**config.mk**
```make
export PLATFORM = sky130hd
export DESIGN_NAME = cache_controller
export DESIGN_NICKNAME = d
export VERILOG_FILES = /design/src/rtl/cache_controller.sv
export SDC_FILE = /design/constraint.sdc
export NUM_CORES = 1
export LEC_CHECK = 0
export BUFFER_PORTS_ARGS = -buffer_cell sky130_fd_sc_hd__clkbuf_2
export CORE_AREA = 2 2 150 152
export DETAILED_ROUTE_END_ITERATION = 10
export DIE_AREA = 0 0 152 154
export GPL_ROUTABILITY_DRIVEN = 0
export GPL_TIMING_DRIVEN = 0
export MAX_ROUTING_LAYER = met4
export PLACE_DENSITY = 0.65
export SLEW_MARGIN = 20
export SYNTH_ARGS = -nofsm -noshare
export SYNTH_HDL_FRONTEND = slang
export SYNTH_SLANG_ARGS = --single-unit
```
**constraint.sdc**
```tcl
create_clock -name clk -period 4.3 [get_ports clk]
set_input_delay 0.86 -clock clk [delete_from_list [all_inputs] [get_ports clk]]
set_output_delay 0.86 -clock clk [all_outputs]
set_load 0.005 [all_outputs]
```
**src/rtl/cache_controller.sv**
```systemverilog
// ---------------------------------------------------------------------------
// cache_controller
//
// Sequences a 2-way set-associative data cache (64 sets, 64-bit lines,
// 11-bit tag / 6-bit index / 1-bit word offset) between the MEM-stage
// load/store port and the SRAM controller.
// Policy: read-allocate, write-through, write-no-allocate; a store that
// hits invalidates the matching line. Keeps saturating hit/miss counters.
//
// Ports:
//   clk, rst            clock, synchronous active-low reset
//   mem_r_en, mem_w_en  load / store request from MEM stage (held until ready)
//   address, wdata      CPU byte address and store data
//   rdata, ready        load data and request-complete / pipeline advance
//   cache_*             cache address, read data, hit flag and strobes
//   sram_*              SRAM controller address, data and handshake
//   hit_count           saturating count of load hits
//   miss_count          saturating count of load misses
// ---------------------------------------------------------------------------
module cache_controller #(
    parameter int unsigned BASE_ADDR = 1024,
    parameter int unsigned CNT_W     = 16
) (
    input  logic             clk,
    input  logic             rst,
    input  logic             mem_r_en,
    input  logic             mem_w_en,
    input  logic [31:0]      address,
    input  logic [31:0]      wdata,
    output logic [31:0]      rdata,
    output logic             ready,
    output logic [17:0]      cache_address,
    input  logic [31:0]      cache_read_data,
    input  logic             cache_hit,
    output logic             cache_r_en,
    output logic             cache_lru_update,
    output logic             cache_write_en,
    output logic [63:0]      cache_write_data,
    output logic             cache_invalidate,
    output logic [31:0]      sram_address,
    output logic [31:0]      sram_wdata,
    output logic             sram_r_en,
    output logic             sram_w_en,
    input  logic [63:0]      sram_rdata,
    input  logic             sram_ready,
    output logic [CNT_W-1:0] hit_count,
    output logic [CNT_W-1:0] miss_count
);

    typedef enum logic [1:0] {
        IDLE      = 2'd0,
        READ_MISS = 2'd1,
        WRITE     = 2'd2
    } state_t;

    state_t      state;
    state_t      state_next;

    logic [31:0] addr_q;
    logic [31:0] wdata_q;
    logic [31:0] addr_off;
    logic [31:0] cur_addr;

    logic        is_store;
    logic        is_load;
    logic        accept;
    logic        hit_evt;
    logic        miss_evt;

    assign addr_off = address - 32'(BASE_ADDR);

    // A simultaneous load+store request is handled as a store only.
    assign is_store = mem_w_en;
    assign is_load  = mem_r_en & ~mem_w_en;

    // IDLE looks straight through to the live address so a read hit can
    // complete in the same cycle; busy states work from the latched copy.
    assign cur_addr = (state == IDLE) ? addr_off : addr_q;

    assign cache_address    = cur_addr[19:2];
    assign sram_address     = (state == READ_MISS) ? {cur_addr[31:3], 3'b000} : cur_addr;
    assign sram_wdata       = wdata_q;
    assign cache_write_data = sram_rdata;
    // The cache refreshes LRU on its own during fills and on MEM_R_EN hits.
    assign cache_lru_update = 1'b0;

    always_comb begin
        state_next       = state;
        ready            = 1'b1;
        rdata            = '0;
        cache_r_en       = 1'b0;
        cache_write_en   = 1'b0;
        cache_invalidate = 1'b0;
        sram_r_en        = 1'b0;
        sram_w_en        = 1'b0;
        accept           = 1'b0;
        hit_evt          = 1'b0;
        miss_evt         = 1'b0;

        case (state)
            IDLE: begin
                if (is_store) begin
                    cache_invalidate = cache_hit;
                    ready            = 1'b0;
                    accept           = 1'b1;
                    state_next       = WRITE;
                end else if (is_load) begin
                    if (cache_hit) begin
                        cache_r_en = 1'b1;
                        rdata      = cache_read_data;
                        hit_evt    = 1'b1;
                    end else begin
                        ready      = 1'b0;
                        miss_evt   = 1'b1;
                        accept     = 1'b1;
                        state_next = READ_MISS;
                    end
                end
            end
            READ_MISS: begin
                sram_r_en = 1'b1;
                ready     = 1'b0;
                if (sram_ready) begin
                    cache_write_en = 1'b1;
                    ready          = 1'b1;
                    rdata          = addr_q[2] ? sram_rdata[63:32] : sram_rdata[31:0];
                    state_next     = IDLE;
                end
            end
            WRITE: begin
                sram_w_en = 1'b1;
                ready     = 1'b0;
                if (sram_ready) begin
                    ready      = 1'b1;
                    state_next = IDLE;
                end
            end
            default: state_next = IDLE;
        endcase

        // While reset is held the pipeline sees an idle, ready controller,
        // even before the state register has been cleared by the clock edge.
        if (!rst) begin
            state_next       = IDLE;
            ready            = 1'b1;
            rdata            = '0;
            cache_r_en       = 1'b0;
            cache_write_en   = 1'b0;
            cache_invalidate = 1'b0;
            sram_r_en        = 1'b0;
            sram_w_en        = 1'b0;
            accept           = 1'b0;
            hit_evt          = 1'b0;
            miss_evt         = 1'b0;
        end
    end

    always_ff @(posedge clk) begin
        if (!rst) begin
            state <= IDLE;
        end else begin
            state <= state_next;
        end
    end

    always_ff @(posedge clk) begin
        if (!rst) begin
            addr_q  <= '0;
            wdata_q <= '0;
        end else if (accept) begin
            addr_q  <= addr_off;
            wdata_q <= wdata;
        end
    end

    always_ff @(posedge clk) begin
        if (!rst) begin
            hit_count  <= '0;
            miss_count <= '0;
        end else begin
            if (hit_evt && (hit_count != '1)) begin
                hit_count <= hit_count + 1'b1;
            end
            if (miss_evt && (miss_count != '1)) begin
                miss_count <= miss_count + 1'b1;
            end
        end
    end

endmodule

```
Yosys cells after proc, flatten, opt, wreduce, memory -nomap -nowiden
Index checks and enable logic that the tools add are counted. Widths: inputs -> output; s select.

Register bits after elaboration: 98.

$add $sub $neg: 3. Eq/ne operators: 7. Multiplexer cells: 41. Bitwise operators: 2. Reductions and logical operators: 5.

Operator list (count): $mux 32 (7); $pmux 32 s2 (1); $add 16x1->16 const B (2); $ne 16x16->1 const B (2); $sub 32x11->32 const B (1); $mux 1 (26); $mux 2 (4); $ne 3x3->1 const B (2); $pmux 2 s2 (1); $mux 3 (1); $reduce_and 3->1 (1); $eq 2x1->1 const B (1); $eq 2x2->1 const B (1); $logic_and 1x1->1 (2); $logic_not 2->1 (1); $ne 2x1->1 const B (1); $pmux 1 s2 (1); $reduce_or 2->1 (1); $and 1x1->1 (1); $not 1->1 (1).

Logic depth before layout (Yosys ltp)
Depth in word-level cells: 7. Depth in mapped cells: 8. Gate-level depth less buffers: 6.

Worst setup path after synthesis
Ideal clock, no wire load.

Path kind: input -> output. Start point: in address[21]. End point: out sram_address[30]. Arrival time: 2.728 ns. Data required time: 3.440 ns. Path slack: 0.712 ns. Cell stages on the path: 5. Cell sequence: or4_4 -> or4_4 -> buf_6 -> or4_4 -> a31oi_1.

Word-level cells in the longest chain between the ends: 2.

Ends and longest elaborated chain: from (decl) (line 28) `input logic [31:0] address,`; $sub 32x11->32 (line 70) `assign addr_off = address - 32'(BASE_ADDR);`; $mux 32 (line 78) `assign cur_addr = (state == IDLE) ? addr_off : addr_q;`; to (decl) (line 40) `output logic [31:0] sram_address,`.

Every way passes these cells.

Final worst setup path
Start point: in address[19]. End point: out sram_address[30].

The elaborated chain is that of the path after synthesis.

==> results.md <==
* Result of the run: finished, final reports clean
* Count of instances resized after the clock tree is built at 0
* Post-route clock period utilization at between 90 and 100%
* DIE HEIGHT at 154 um
* Post-Synthesis Net Count at 1004
* Asr flop ratio synth at 0%
* Overall routing resource usage at a little over a fifth
* Cell Area, Synth at 6200 um2
* Floorplan core area at 21700 um2
* Placed cell count at 1490
* DRT iter0 DRCs at 558
* Post-route DRC at 0
* Most common library cells after synthesis: 110 x a21oi_1, 106 x nand2_1, 104 x nor2_1, 98 x dfxtp_1, 82 x buf_4
* Total number of yosys warnings at 0
* Number of CTS-inserted buffers at 9
* Number of global-route vias before repair at just under 7k
* Leak pwr at 0.00401 uW
* Type of the setup path with the least slack: in -> out
* Number of maximum-capacitance violations at 0
* Final count of hold timing violations at 0
* TritonCTS clock tree: yes
* Slew at the pin closest to its max-slew limit at approximately 840 ps
* Core Rows at between 50 and 60
* Power per cell area at about 280 nW/um2
* Initial antenna violation count at 4
* Dpl hpwl at between 20000 and 25000 um
* Effective utilization at floorplan at roughly 29%
* Cell with the most instances after synthesis: a21oi_1
* Total detailed-routing wirelength at 26300 um
* Count of placed standard cells in the final layout, fillers left out at around 1.5k
* Routed wire length per instance at 17.4 um
* Share of the yosys chip area belonging to registers at 31.6%
* Endpoint required time on the critical path at about 3400 ps
* Final net count at 1394
* H-tree levels at 3
* Final setup violation count at 0
* Area of the die at 23400 um2
* Synthesized instance count at 831
* Distinct cell type count after synthesis at 50
* Boundary Pins at 383
* Clock latency at the later pin of the worst-skew pair at between 300 and 400 ps
* Clock Path Buffers at 2
* Arrival @ worst endpoint at 3160 ps
* Layout cells sized above 1 at between 40% and 50%
* Unrepaired setup endpoints after global routing: no
* Worst Skew at ~14 ps
* Worst hold-check path type: reg -> reg
* Overflow left after global routing at 0
* DR vias/cell at 4.94
* Remaining max-slew budget at the tightest pin at 43.6%
* Fmax at 249 MHz
* Count of flip-flops with a built-in enable after synthesis at 0
* Total vias in the final route at ~7.5k
* Cell type contributing the most total cell area after synthesis: dfxtp_1
* Clock Pin Slew Worst Setup and Hold Paths at 70 ps
* Pin count of the biggest net entering global routing at 17
* Slew Limit Fails at 0
* Setup repair bufs after CTS at 0
* Area added between synthesis and finish at 41.0%
* Global-route wire length before repair at approximately 39000 um
* Startpoint types: input pin
* Total clock sinks at 98
* CP Max Fanout at 9
* Maximum vdd ir drop at 0.000141 V
* Post-synth top flop: dfxtp_1
* Flops & latches, synth at 98
* Post-DRT Antenna Nets at 0
* Post-CTS Hold Buffers at 0
* Setup TNS at 0 ps
* IO Port Bufs at 379
* Chip Width at about 150 um
* Area fraction of the dominant cell type after synthesis at 31.6%
* Top cells by area, synth: dfxtp_1 32%, buf_4 9.9%, a21oi_1 8.9%, mux2i_1 6.5%, nand2_1 6.4%
* Syn Area/Cell at 7.47 um2
* Final min period at 4020 ps
* Number of optimization iterations in the first detailed-route pass at 7
* Category of the worst setup path capture point: primary output
* Clock root buffer: clkbuf_16
==> placed cells by master, fill, tap and decap left out, types with 10 or more instances in the layout <==
cell,instances
a211oi_1,10
a21oi_1,110
a31oi_1,16
buf_4,82
clkbuf_1,50
clkbuf_2,379
dfxtp_1,98
inv_1,14
mux2i_1,40
nand2_1,106
nand3_1,13
nor2_1,104
o21ai_0,25
o31ai_1,16
or4_1,18
==> stage by stage <==
| stage | power [uW] | util (%) | setup WS [ps] | instance area (um2) | hold WS [ps] |
|---|---|---|---|---|---|
| floorplan | 1350 | - | 712 | 6200 | 434 |
| global placement | 1690 | 39.0 | 332 | 8450 | 442 |
| detailed placement | 1700 | 39.0 | 296 | 8450 | 449 |
| CTS | 2500 | 40.3 | 299 | 8730 | 459 |
| global route | 2590 | 40.3 | 197 | 8750 | 475 |
| finish | 2480 | 40.3 | 282 | 8750 | 456 |
==> logic make-up after synthesis <==
family | after synthesis | share of synthesized area [%]
compound gates | 199 | 18.9
xor+xnor | 12 | 1.69
fa+ha+maj | 7 | 1.41
buf+inv | 149 | 14.1
flops | 98 | 31.6
mux | 49 | 8.09
other cells | 1 | 0.0605
simple gates | 316 | 24.2
==> final timing paths <==
path	depth (start not counted)	start	endpoint	slack, ps
hold / removal	2	sram_wdata[9]$_SDFFE_PN0P_	sram_wdata[9]$_SDFFE_PN0P_	460
hold reg to reg	2	sram_wdata[9]$_SDFFE_PN0P_	sram_wdata[9]$_SDFFE_PN0P_	460
setup / recovery	7	address[19]	sram_address[30]	280
setup reg to reg	8	state[0]$_SDFFE_PN0P_	hit_count[13]$_SDFFE_PN0P_	1360
==> final cells by class <==
class,count,area [um2]
sequential,98,1960
fill,2286,12900
clock inverter,5,37.5
clock buffer,11,243
inverter,14,52.6
buffer,135,822
antenna,4,10.0
multi-input combinational,584,3370
timing repair buffer,379,1900
tap,280,350
==> power by group <==
group | switching, uW | internal [uW]
Sequential | 25.0 | 955
Combinational | 376 | 320
Clock | 389 | 412
Total | 790 | 1690
==> flip-flops by register name, indices dropped and copies added, names as in the netlist <==
register	count
hit_count	16
state	2
addr_q	32
miss_count	16
sram_wdata	32
==> critical path: stages <==
cell	delay, ps
clkbuf_2	120
or4_4	570
or4_4	500
buf_6	150
or4_4	510
a31oi_1	280
clkbuf_2	170
==> routing by layer <==
layer  track usage (%)  part of all wire, %  vias to the layer above
met5                 -                    0                        -
met4              9.03                  3.1                        0
met3              4.09                  7.1                       42
met2              35.5                   49                      335
met1              26.4                   41                     3461
li1                  -                    -                     3623
Note: power is estimated with default switching activity, not from simulation.
